$ cat config.mk
export PLATFORM = sky130hd
export DESIGN_NAME = riscv_multicycle_ctrl_flat
export DESIGN_NICKNAME = d
export VERILOG_FILES = /design/src/rtl/riscv_multicycle_ctrl_if.sv /design/src/rtl/riscv_multicycle_ctrl.sv /design/src/flat_wrapper.sv
export SDC_FILE = /design/constraint.sdc
export NUM_CORES = 1
export LEC_CHECK = 0
export ABC_AREA = 1
export BUFFER_PORTS_ARGS = -buffer_cell sky130_fd_sc_hd__buf_4
export CAP_MARGIN = 20
export CORE_ASPECT_RATIO = 0.5
export CORE_MARGIN = 2
export CORE_UTILIZATION = 25
export DETAILED_ROUTE_END_ITERATION = 10
export GPL_TIMING_DRIVEN = 0
export HOLD_SLACK_MARGIN = 0.15
export PLACE_DENSITY_LB_ADDON = 0.3
export SYNTH_ARGS = -nofsm -noshare
export SYNTH_HDL_FRONTEND = slang
export SYNTH_SLANG_ARGS = --single-unit
export TNS_END_PERCENT = 10
$ cat constraint.sdc
create_clock -name clk -period 1.97 [get_ports clk]
set_clock_uncertainty 0.05 [all_clocks]
set_input_delay 0.4925 -clock clk [delete_from_list [all_inputs] [get_ports clk]]
set_output_delay 0.4925 -clock clk [all_outputs]
set_load 0.05 [all_outputs]
$ cat src/rtl/riscv_multicycle_ctrl_if.sv
// Control-sequencer bus: memory handshakes, decoder control fields and
// the per-cycle strobes the sequencer issues toward PC, IR and register file.
interface riscv_multicycle_ctrl_if;
    logic       imem_req;
    logic       imem_ack;
    logic       ir_we;
    logic       dec_valid;
    logic [1:0] dec_wb_sel;
    logic       dec_rf_wen;
    logic       dec_mem_wen;
    logic [1:0] dec_pc_sel;
    logic       br_eq;
    logic       dmem_req;
    logic       dmem_we;
    logic       dmem_ack;
    logic       rf_we;
    logic       pc_we;
    logic [1:0] pc_src;
    logic       retire;
    logic       halt;
    logic       fault;

    modport master (
        output imem_req, ir_we, dmem_req, dmem_we, rf_we, pc_we, pc_src,
               retire, halt, fault,
        input  imem_ack, dec_valid, dec_wb_sel, dec_rf_wen, dec_mem_wen,
               dec_pc_sel, br_eq, dmem_ack
    );

    modport slave (
        input  imem_req, ir_we, dmem_req, dmem_we, rf_we, pc_we, pc_src,
               retire, halt, fault,
        output imem_ack, dec_valid, dec_wb_sel, dec_rf_wen, dec_mem_wen,
               dec_pc_sel, br_eq, dmem_ack
    );
endinterface

$ cat src/rtl/riscv_multicycle_ctrl.sv
// Multi-cycle RISC-V control sequencer: FETCH/DECODE/EXEC/MEM/WB with a
// saturating memory-handshake timeout that parks the core in a sticky HALT.
module riscv_multicycle_ctrl #(
    parameter int MEM_TIMEOUT = 255
) (
    input logic                     clk,
    input logic                     rst_n,
    riscv_multicycle_ctrl_if.master bus
);
    localparam int CNT_W = (MEM_TIMEOUT > 0) ? $clog2(MEM_TIMEOUT + 1) : 1;
    localparam logic [CNT_W-1:0] CNT_LIMIT = CNT_W'(MEM_TIMEOUT);
    localparam logic [CNT_W-1:0] CNT_MAX   = {CNT_W{1'b1}};
    localparam bit TMO_EN = (MEM_TIMEOUT != 0);

    localparam logic [1:0] PC_PLUS4    = 2'd0;
    localparam logic [1:0] PC_B_TARGET = 2'd1;
    localparam logic [1:0] WB_MEM      = 2'd1;
    localparam logic       MEM_WRITE   = 1'b1;
    localparam logic       RF_WRITE    = 1'b1;

    typedef enum logic [2:0] {
        IDLE, FETCH, DECODE, EXEC, MEM, WB, HALT
    } state_t;

    state_t           state;
    state_t           state_next;
    logic [CNT_W-1:0] cnt;
    logic             fault_q;
    logic             tmo_hit;
    logic             tmo_fire;
    logic             cnt_clr;
    logic             cnt_inc;

    logic       imem_req;
    logic       ir_we;
    logic       dmem_req;
    logic       dmem_we;
    logic       rf_we;
    logic       pc_we;
    logic [1:0] pc_src;
    logic       retire;

    assign tmo_hit = TMO_EN && (cnt == CNT_LIMIT);

    always_ff @(posedge clk or negedge rst_n) begin
        if (!rst_n) begin
            state   <= IDLE;
            fault_q <= 1'b0;
        end else begin
            state <= state_next;
            if (tmo_fire) begin
                fault_q <= 1'b1;
            end
        end
    end

    always_comb begin
        state_next = state;
        tmo_fire   = 1'b0;
        imem_req   = 1'b0;
        ir_we      = 1'b0;
        dmem_req   = 1'b0;
        dmem_we    = 1'b0;
        rf_we      = 1'b0;
        pc_we      = 1'b0;
        pc_src     = PC_PLUS4;
        retire     = 1'b0;
        case (state)
            IDLE: state_next = FETCH;
            FETCH: begin
                imem_req = 1'b1;
                // An ack landing on the limit cycle still completes the fetch.
                if (bus.imem_ack) begin
                    ir_we      = 1'b1;
                    state_next = DECODE;
                end else if (tmo_hit) begin
                    tmo_fire   = 1'b1;
                    state_next = HALT;
                end
            end
            DECODE: state_next = bus.dec_valid ? EXEC : HALT;
            EXEC: begin
                if (bus.dec_mem_wen == MEM_WRITE || bus.dec_wb_sel == WB_MEM) begin
                    state_next = MEM;
                end else begin
                    state_next = WB;
                end
            end
            MEM: begin
                dmem_req = 1'b1;
                dmem_we  = (bus.dec_mem_wen == MEM_WRITE);
                if (bus.dmem_ack) begin
                    state_next = WB;
                end else if (tmo_hit) begin
                    tmo_fire   = 1'b1;
                    state_next = HALT;
                end
            end
            WB: begin
                rf_we  = (bus.dec_rf_wen == RF_WRITE);
                pc_we  = 1'b1;
                retire = 1'b1;
                // Untaken branch falls through to the sequential PC.
                if (bus.dec_pc_sel == PC_B_TARGET && !bus.br_eq) begin
                    pc_src = PC_PLUS4;
                end else begin
                    pc_src = bus.dec_pc_sel;
                end
                state_next = FETCH;
            end
            HALT: state_next = HALT;
            default: state_next = IDLE;
        endcase
    end

    assign cnt_clr = (state_next != state) && (state_next == FETCH || state_next == MEM);
    assign cnt_inc = (state == FETCH && !bus.imem_ack) || (state == MEM && !bus.dmem_ack);

    always_ff @(posedge clk or negedge rst_n) begin
        if (!rst_n) begin
            cnt <= '0;
        end else if (cnt_clr) begin
            cnt <= '0;
        end else if (cnt_inc && cnt != CNT_MAX) begin
            cnt <= cnt + CNT_W'(1);
        end
    end

    assign bus.imem_req = imem_req;
    assign bus.ir_we    = ir_we;
    assign bus.dmem_req = dmem_req;
    assign bus.dmem_we  = dmem_we;
    assign bus.rf_we    = rf_we;
    assign bus.pc_we    = pc_we;
    assign bus.pc_src   = pc_src;
    assign bus.retire   = retire;
    assign bus.halt     = (state == HALT);
    assign bus.fault    = fault_q;
endmodule

$ cat src/flat_wrapper.sv
// flat-port wrapper written by rule: the top's interface ports become plain ports
module riscv_multicycle_ctrl_flat 
#(
    parameter int MEM_TIMEOUT = 255
)
  (clk, rst_n, bus_imem_req, bus_ir_we, bus_dmem_req, bus_dmem_we, bus_rf_we, bus_pc_we, bus_pc_src, bus_retire, bus_halt, bus_fault, bus_imem_ack, bus_dec_valid, bus_dec_wb_sel, bus_dec_rf_wen, bus_dec_mem_wen, bus_dec_pc_sel, bus_br_eq, bus_dmem_ack);
  riscv_multicycle_ctrl_if bus_i ();
  input logic clk;
  input logic rst_n;
  output wire logic [$bits(bus_i.imem_req)-1:0] bus_imem_req;
  output wire logic [$bits(bus_i.ir_we)-1:0] bus_ir_we;
  output wire logic [$bits(bus_i.dmem_req)-1:0] bus_dmem_req;
  output wire logic [$bits(bus_i.dmem_we)-1:0] bus_dmem_we;
  output wire logic [$bits(bus_i.rf_we)-1:0] bus_rf_we;
  output wire logic [$bits(bus_i.pc_we)-1:0] bus_pc_we;
  output wire logic [$bits(bus_i.pc_src)-1:0] bus_pc_src;
  output wire logic [$bits(bus_i.retire)-1:0] bus_retire;
  output wire logic [$bits(bus_i.halt)-1:0] bus_halt;
  output wire logic [$bits(bus_i.fault)-1:0] bus_fault;
  input wire logic [$bits(bus_i.imem_ack)-1:0] bus_imem_ack;
  input wire logic [$bits(bus_i.dec_valid)-1:0] bus_dec_valid;
  input wire logic [$bits(bus_i.dec_wb_sel)-1:0] bus_dec_wb_sel;
  input wire logic [$bits(bus_i.dec_rf_wen)-1:0] bus_dec_rf_wen;
  input wire logic [$bits(bus_i.dec_mem_wen)-1:0] bus_dec_mem_wen;
  input wire logic [$bits(bus_i.dec_pc_sel)-1:0] bus_dec_pc_sel;
  input wire logic [$bits(bus_i.br_eq)-1:0] bus_br_eq;
  input wire logic [$bits(bus_i.dmem_ack)-1:0] bus_dmem_ack;
  assign bus_imem_req = bus_i.imem_req;
  assign bus_ir_we = bus_i.ir_we;
  assign bus_dmem_req = bus_i.dmem_req;
  assign bus_dmem_we = bus_i.dmem_we;
  assign bus_rf_we = bus_i.rf_we;
  assign bus_pc_we = bus_i.pc_we;
  assign bus_pc_src = bus_i.pc_src;
  assign bus_retire = bus_i.retire;
  assign bus_halt = bus_i.halt;
  assign bus_fault = bus_i.fault;
  assign bus_i.imem_ack = bus_imem_ack;
  assign bus_i.dec_valid = bus_dec_valid;
  assign bus_i.dec_wb_sel = bus_dec_wb_sel;
  assign bus_i.dec_rf_wen = bus_dec_rf_wen;
  assign bus_i.dec_mem_wen = bus_dec_mem_wen;
  assign bus_i.dec_pc_sel = bus_dec_pc_sel;
  assign bus_i.br_eq = bus_br_eq;
  assign bus_i.dmem_ack = bus_dmem_ack;
  riscv_multicycle_ctrl #(.MEM_TIMEOUT(MEM_TIMEOUT)) u_core (.clk(clk), .rst_n(rst_n), .bus(bus_i));
endmodule
==> results.txt, run 1 <==
Outcome = finished clean
Final-report max-slew violation count = 0
Post-route ant nets = 0
CTS max path bufs = 2
Synth warn = 0
Required @ worst endpoint = 1.43 ns
Htree depth = 1
CTS tree = built
Synthesized area = 871 um^2
I/O pins = 23
Share of layout cells above drive strength 1 = 23.4%
Pwr dens = 1290 nW/um^2
Ant diodes = 0
DPL Wire Length = 1570 um
RePlAce Congestion = 0.806
Initial antenna violation count = 0
Setup TNS = 0 ns
Seq cells post-synth = 12
Fmax achieved = 536 MHz
Clock Sinks = 12
Seq/Total Area, Yosys = 34.5%
Number of enable flip-flop cells after synthesis = 0
Area post-placement = 1090 um^2
Die X = 87.5 um
Post-Route WL = 1940 um
Final min period = 1.86 ns
IO Port Bufs = 22
Post-route DRC = 0
Worst Path Arrival = 1.32 ns
Most frequent cells in the layout = nand2_1, inv_1, buf_4
Vias in the first global route = 836
Worst setup EP type = output port
Final Instance Count excl. Fillers = 209
Worst Tran Pin Value = 0.367 ns
Worst path slowest cell = dfrtp_1
Leakage = 0.736 nW
Slew HR = 75.6%
First drt pass iteration count = 4
CP Max Fanout = 7
Final instance area = 1160 um^2
Max Cap Violations = 0
Post-Synthesis Cells = 141
Starting density of the core = 25.8%
Clock root cell = clkbuf_8
DR iter-0 viols = 60
Ys async rst share = 100%
Global-route wire length before repair = 3480 um
Pin count of the biggest net entering global routing = 13
Peak supply drop = 0.255 mV
Syn Area/Cell = 6.18 um^2
Clock slew at the register clock pins of the worst setup and hold paths = 0.05 ns
CTS Buf Count = 3
# setup viols final = 0
Clk_lat worst skew = 0.24 ns
Die area = 4000 um^2
Worst setup SP type = flip-flop
Placed Cells = 205
Postcts setup bufs = 0
Total global-route track usage = 11.5%
Vert. Die Dim = 45.7 um
Nets = 182
Commonest non-fill, non-tap cell in the layout = nand2_1
RSZ-0062 raised after global routing = false
Drt via density = 4.18
Final cycle utilization of the critical path = 94.6%
FILL cells = 385
Yosys cell types = 20
Worst path cell trace = inv_1 > nand3_2 > nor2_1 > buf_4
Total grt overflow = 0
Cell Rows = 15
Via count = 874
Area growth, synth to finish = 33.8%
Hold Vio Cnt, Final = 0
Avg WL per Cell = 9.28 um
Ys flop type = dfrtp_1
Core Area = 3380 um^2
Max incr delay on CP = 0.44 ns
Kind of critical path = reg2out
Hold Crit Class = reg2reg
Mapped Nets = 154
layer usage:
metal	up-vias	GRT usage (%)	share of wire, %	routed length (um)
met4	0	6.77	1.6	31
met1	369	13.4	46	887
li1	477	-	-	-
met5	-	0	0	0
met3	3	2.17	4.1	80
met2	25	20.3	48	940
power breakdown:
| group | switching, mW | total [mW] | internal [mW] | leakage [nW] |
|---|---|---|---|---|
| Sequential | 0.0648 | 0.357 | 0.293 | 0.161 |
| Clock | 0.0894 | 0.224 | 0.135 | 0.0216 |
| Combinational | 0.642 | 0.925 | 0.283 | 0.554 |
| Total | 0.796 | 1.51 | 0.711 | 0.736 |
worst paths after layout:
check,start,slack [ns],end,cells past startpoint
min in group asynchronous,rst_n,0.58,u_core.state[2],2
max in group asynchronous,rst_n,1.12,u_core.state[0],2
hold / removal,u_core.bus.fault,0.43,u_core.bus.fault,1
hold reg to reg,u_core.bus.fault,0.43,u_core.bus.fault,1
setup / recovery,u_core.state[1],0.11,bus_ir_we,4
setup reg to reg,u_core.cnt[0],0.25,u_core.cnt[7],12
synth_stat cells (2+ instances only):
library cell | number | area [um^2]
nand4_1 | 3 | 18.8
nand3_1 | 10 | 50.1
inv_2 | 3 | 11.3
nand3_2 | 2 | 20.0
nand2_1 | 46 | 173
nor2_1 | 20 | 75.1
dfrtp_1 | 12 | 300
inv_1 | 28 | 105
nor2_2 | 2 | 12.5
nand2_2 | 3 | 18.8
o21ai_0 | 3 | 15.0
stage by stage:
step	power [mW]	worst slack (ns)	utilization (%)	hold WS, ns
after CTS	1.48	0.0420	33.7	0.433
final	1.51	0.106	34.5	0.429
after detailed placement	1.24	0.197	32.2	0.293
after floorplan	1.00	0.0963	-	0.147
after global routing	1.67	0.000211	34.5	0.450
after global placement	1.23	0.216	32.2	0.291
kinds of logic (layout without fill, tap and decap cells):
kind of cell	after synthesis	after routing	share of synthesized area, %
AO/OA/AOI/OAI	6	6	4.17
XOR/XNOR	2	2	2.01
adder cells (fa/ha/maj)	1	1	1.44
buffers and inverters	32	58	14.2
flip-flops	12	12	34.5
AND/OR/NAND/NOR	88	88	43.7
what timing repair did:
item / 4_1_cts / 5_1_grt
hold endpoints to repair: 12 / 0
setup endpoints to repair: 0 / 14
resized for setup: 0 / 6
hold buffers: 1 / 0
layout make-up:
type	count	area (um^2)	share of cell area, %
plain buffers	1	7.51	0.644
clock buffers	3	41.3	3.54
inverters	31	116	9.99
multi-input cells	97	467	40.1
flip-flops and latches	12	302	25.9
well taps	42	52.6	4.51
repair buffers	23	179	15.4
registers in the layout, summed over array words and instances, names as in the netlist:
| name | count |
|---|---|
| u_core.bus.fault | 1 |
| u_core.cnt | 8 |
| u_core.state | 3 |
critical path, delay by kind of cell (launching register included):
kind / cells / cell delay [ns]
simple gates: 2 / 0.27
flops: 1 / 0.44
buf+inv: 2 / 0.37
(Power assumes the default switching activity.)
==> run 2: changes to the inputs <==
- TNS_END_PERCENT: 10 -> default
- clock period: 1.97 -> 1.78 ns (I/O delays scaled with it)
==> run 2 against run 1 <==
Net effect:
- utilization up 3.4 points
- via count up 6.5%
- critical path depth up 2
- global-route usage down 1.0 points
- non-clock buffer count up 5
- clock power up 35%
- first-iteration DRC count down 27%
- register-to-register slack worse by 0.14 ns
- count of clock-buffer cells in the layout up 1
==> results.txt, run 2 (synthesis gave the netlist of run 1 again) <==
Slew HR = 83.4% (+7.9 points)
Htree depth = 1 (unchanged)
Die area = 4000 um^2 (unchanged)
Drt via density = 4.33 (+3.5%)
Outcome = finished clean
Kind of critical path = reg2out
Worst Tran Pin Value = 0.249 ns (-0.118 ns)
DP Worst Slack = 0.0154 ns (-0.181 ns)
CTS max path bufs = 2 (unchanged)
Starting density of the core = 25.8% (unchanged)
Final cycle utilization of the critical path = 96.7%
RePlAce Congestion = 0.823 (+2.2%)
Avg WL per Cell = 9.85 um (+6.1%)
Clock slew at the register clock pins of the worst setup and hold paths = 0.05 ns (about the same)
Post-route ant nets = 0 (unchanged)
Reg with most FFs = u_core.cnt
Worst path slowest cell = dfrtp_2
I/O pins = 23 (unchanged)
First drt pass iteration count = 4 (unchanged)
Vias in the first global route = 806 (-3.6%)
Clock Sinks = 12 (unchanged)
Hold Vio Cnt, Final = 0 (unchanged)
Vert. Die Dim = 45.7 um (unchanged)
Total global-route track usage = 10.5% (-1.0 points)
CTS Buf Count = 3 (unchanged)
Global-route wire length before repair = 3260 um (-6.3%)
Final-report max-slew violation count = 0 (unchanged)
R2r worst-path depth = 12 (unchanged)
# setup viols final = 0 (unchanged)
Initial antenna violation count = 0 (unchanged)
Leakage = 0.768 nW (+4.3%)
Via count = 931 (+6.5%)
Core Area = 3380 um^2 (unchanged)
Max incr delay on CP = 0.43 ns (about the same)
Area growth, synth to finish = 47.1%
Post-Route WL = 2120 um (+9.2%)
Worst Path Arrival = 1.23 ns (-0.09 ns)
Worst path cell trace = inv_4 > nor2_4 > nand2_2 > inv_1 > buf_4 > buf_8
Nets = 187 (+2.7%)
Fmax achieved = 581 MHz
Clock root cell = clkbuf_8
Worst setup EP type = output port
Die X = 87.5 um (unchanged)
Setup TNS = 0 ns (unchanged)
Ant diodes = 0 (unchanged)
CP Max Fanout = 5 (-2)
IO Port Bufs = 22 (unchanged)
DPL Wire Length = 1540 um (-1.8%)
Cell Rows = 15 (unchanged)
Max FFs per register = 8 (unchanged)
RSZ-0062 raised after global routing = true
Share of layout cells above drive strength 1 = 35.8% (+12 points)
Total grt overflow = 0 (unchanged)
Peak supply drop = 0.373 mV (+46%)
Most frequent cells in the layout = nand2_1, inv_1, buf_4
Commonest non-fill, non-tap cell in the layout = nand2_1
Worst setup SP type = flip-flop
Setup ws final = 0.0584 ns (-0.0475 ns)
Max Cap Violations = 0 (unchanged)
CTS tree = built
Post-route DRC = 0 (unchanged)
Required @ worst endpoint = 1.28 ns (-0.15 ns)
Pin count of the biggest net entering global routing = 13 (unchanged)
Final min period = 1.72 ns
DR iter-0 viols = 44 (-27%)
Hold depth = 1 (unchanged)
Pwr dens = 1480 nW/um^2 (+14%)
Clk_lat worst skew = 0.24 ns (about the same)
Hold Crit Class = reg2reg
[run 2: cell types whose count changed in the layout (fill, tap and decap cells not counted), sizes merged]
cell / change
buf: +5
clkbuf: +1
[run 2: layout make-up]
class / count / area, um^2
inverters: 31 / 121
flip-flops and latches: 12 / 304
clock buffers: 4 / 55.1
plain buffers: 1 / 7.51
repair buffers: 28 / 228
fillers: 351 / 2100
well taps: 42 / 52.6
multi-input cells: 97 / 513
[run 2: worst max-delay path: cells and delay by family, from the launching register on]
family,cells,cell delay (ns)
flip-flops,1,0.43
buffers and inverters,4,0.42
AND/OR/NAND/NOR,2,0.13
[run 2: layer usage]
metal,global-route usage [%],routed length (um),share of wire (%),vias up
met1,11.5,923,44,416
met5,0,0,0,-
met3,1.27,101,4.8,3
met2,20.5,1070,50,28
met4,5.54,23,1.1,0
li1,-,-,-,484
[run 2: path summary, 6_finish.rpt]
kind,from,to,slack (ns)
min in group asynchronous,rst_n,u_core.bus.fault,0.54
hold / removal,u_core.bus.fault,u_core.bus.fault,0.42
hold reg to reg,u_core.bus.fault,u_core.bus.fault,0.42
setup reg to reg,u_core.cnt[1],u_core.cnt[7],0.11
setup / recovery,u_core.state[0],bus_retire,0.06
max in group asynchronous,rst_n,u_core.state[0],0.97
[run 2: power by group]
group / total, mW / internal [mW] / leakage (nW) / switching (mW)
Sequential: 0.410 / 0.328 / 0.158 / 0.0818
Clock: 0.302 / 0.196 / 0.0288 / 0.106
Combinational: 1.19 / 0.399 / 0.581 / 0.787
Total: 1.90 / 0.922 / 0.768 / 0.975
[run 2: repair_timing]
| action | in CTS | in global routing |
|---|---|---|
| resized for setup | 6 | 22 |
| endpoints found under the hold margin | 12 | 0 |
| setup endpoints to repair | 8 | 16 |
| pin swaps | 0 | 5 |
| hold buffers | 1 | 0 |
| setup buffers | 1 | 4 |
[run 2: per-stage QoR]
| stage | instances | hold WS [ns] | utilization [%] | total power [mW] | cell area, um^2 |
|---|---|---|---|---|---|
| after CTS | 211 | 0.431 | 34.9 | 1.71 | 1180 |
| after detailed placement | 205 | 0.245 | 32.4 | 1.36 | 1090 |
| after global placement | 205 | 0.245 | 32.4 | 1.36 | 1090 |
| after floorplan | 141 | 0.0994 | - | 1.12 | 876 |
| final | 215 | 0.421 | 37.9 | 1.90 | 1280 |
| after global routing | 215 | 0.443 | 37.9 | 2.04 | 1280 |
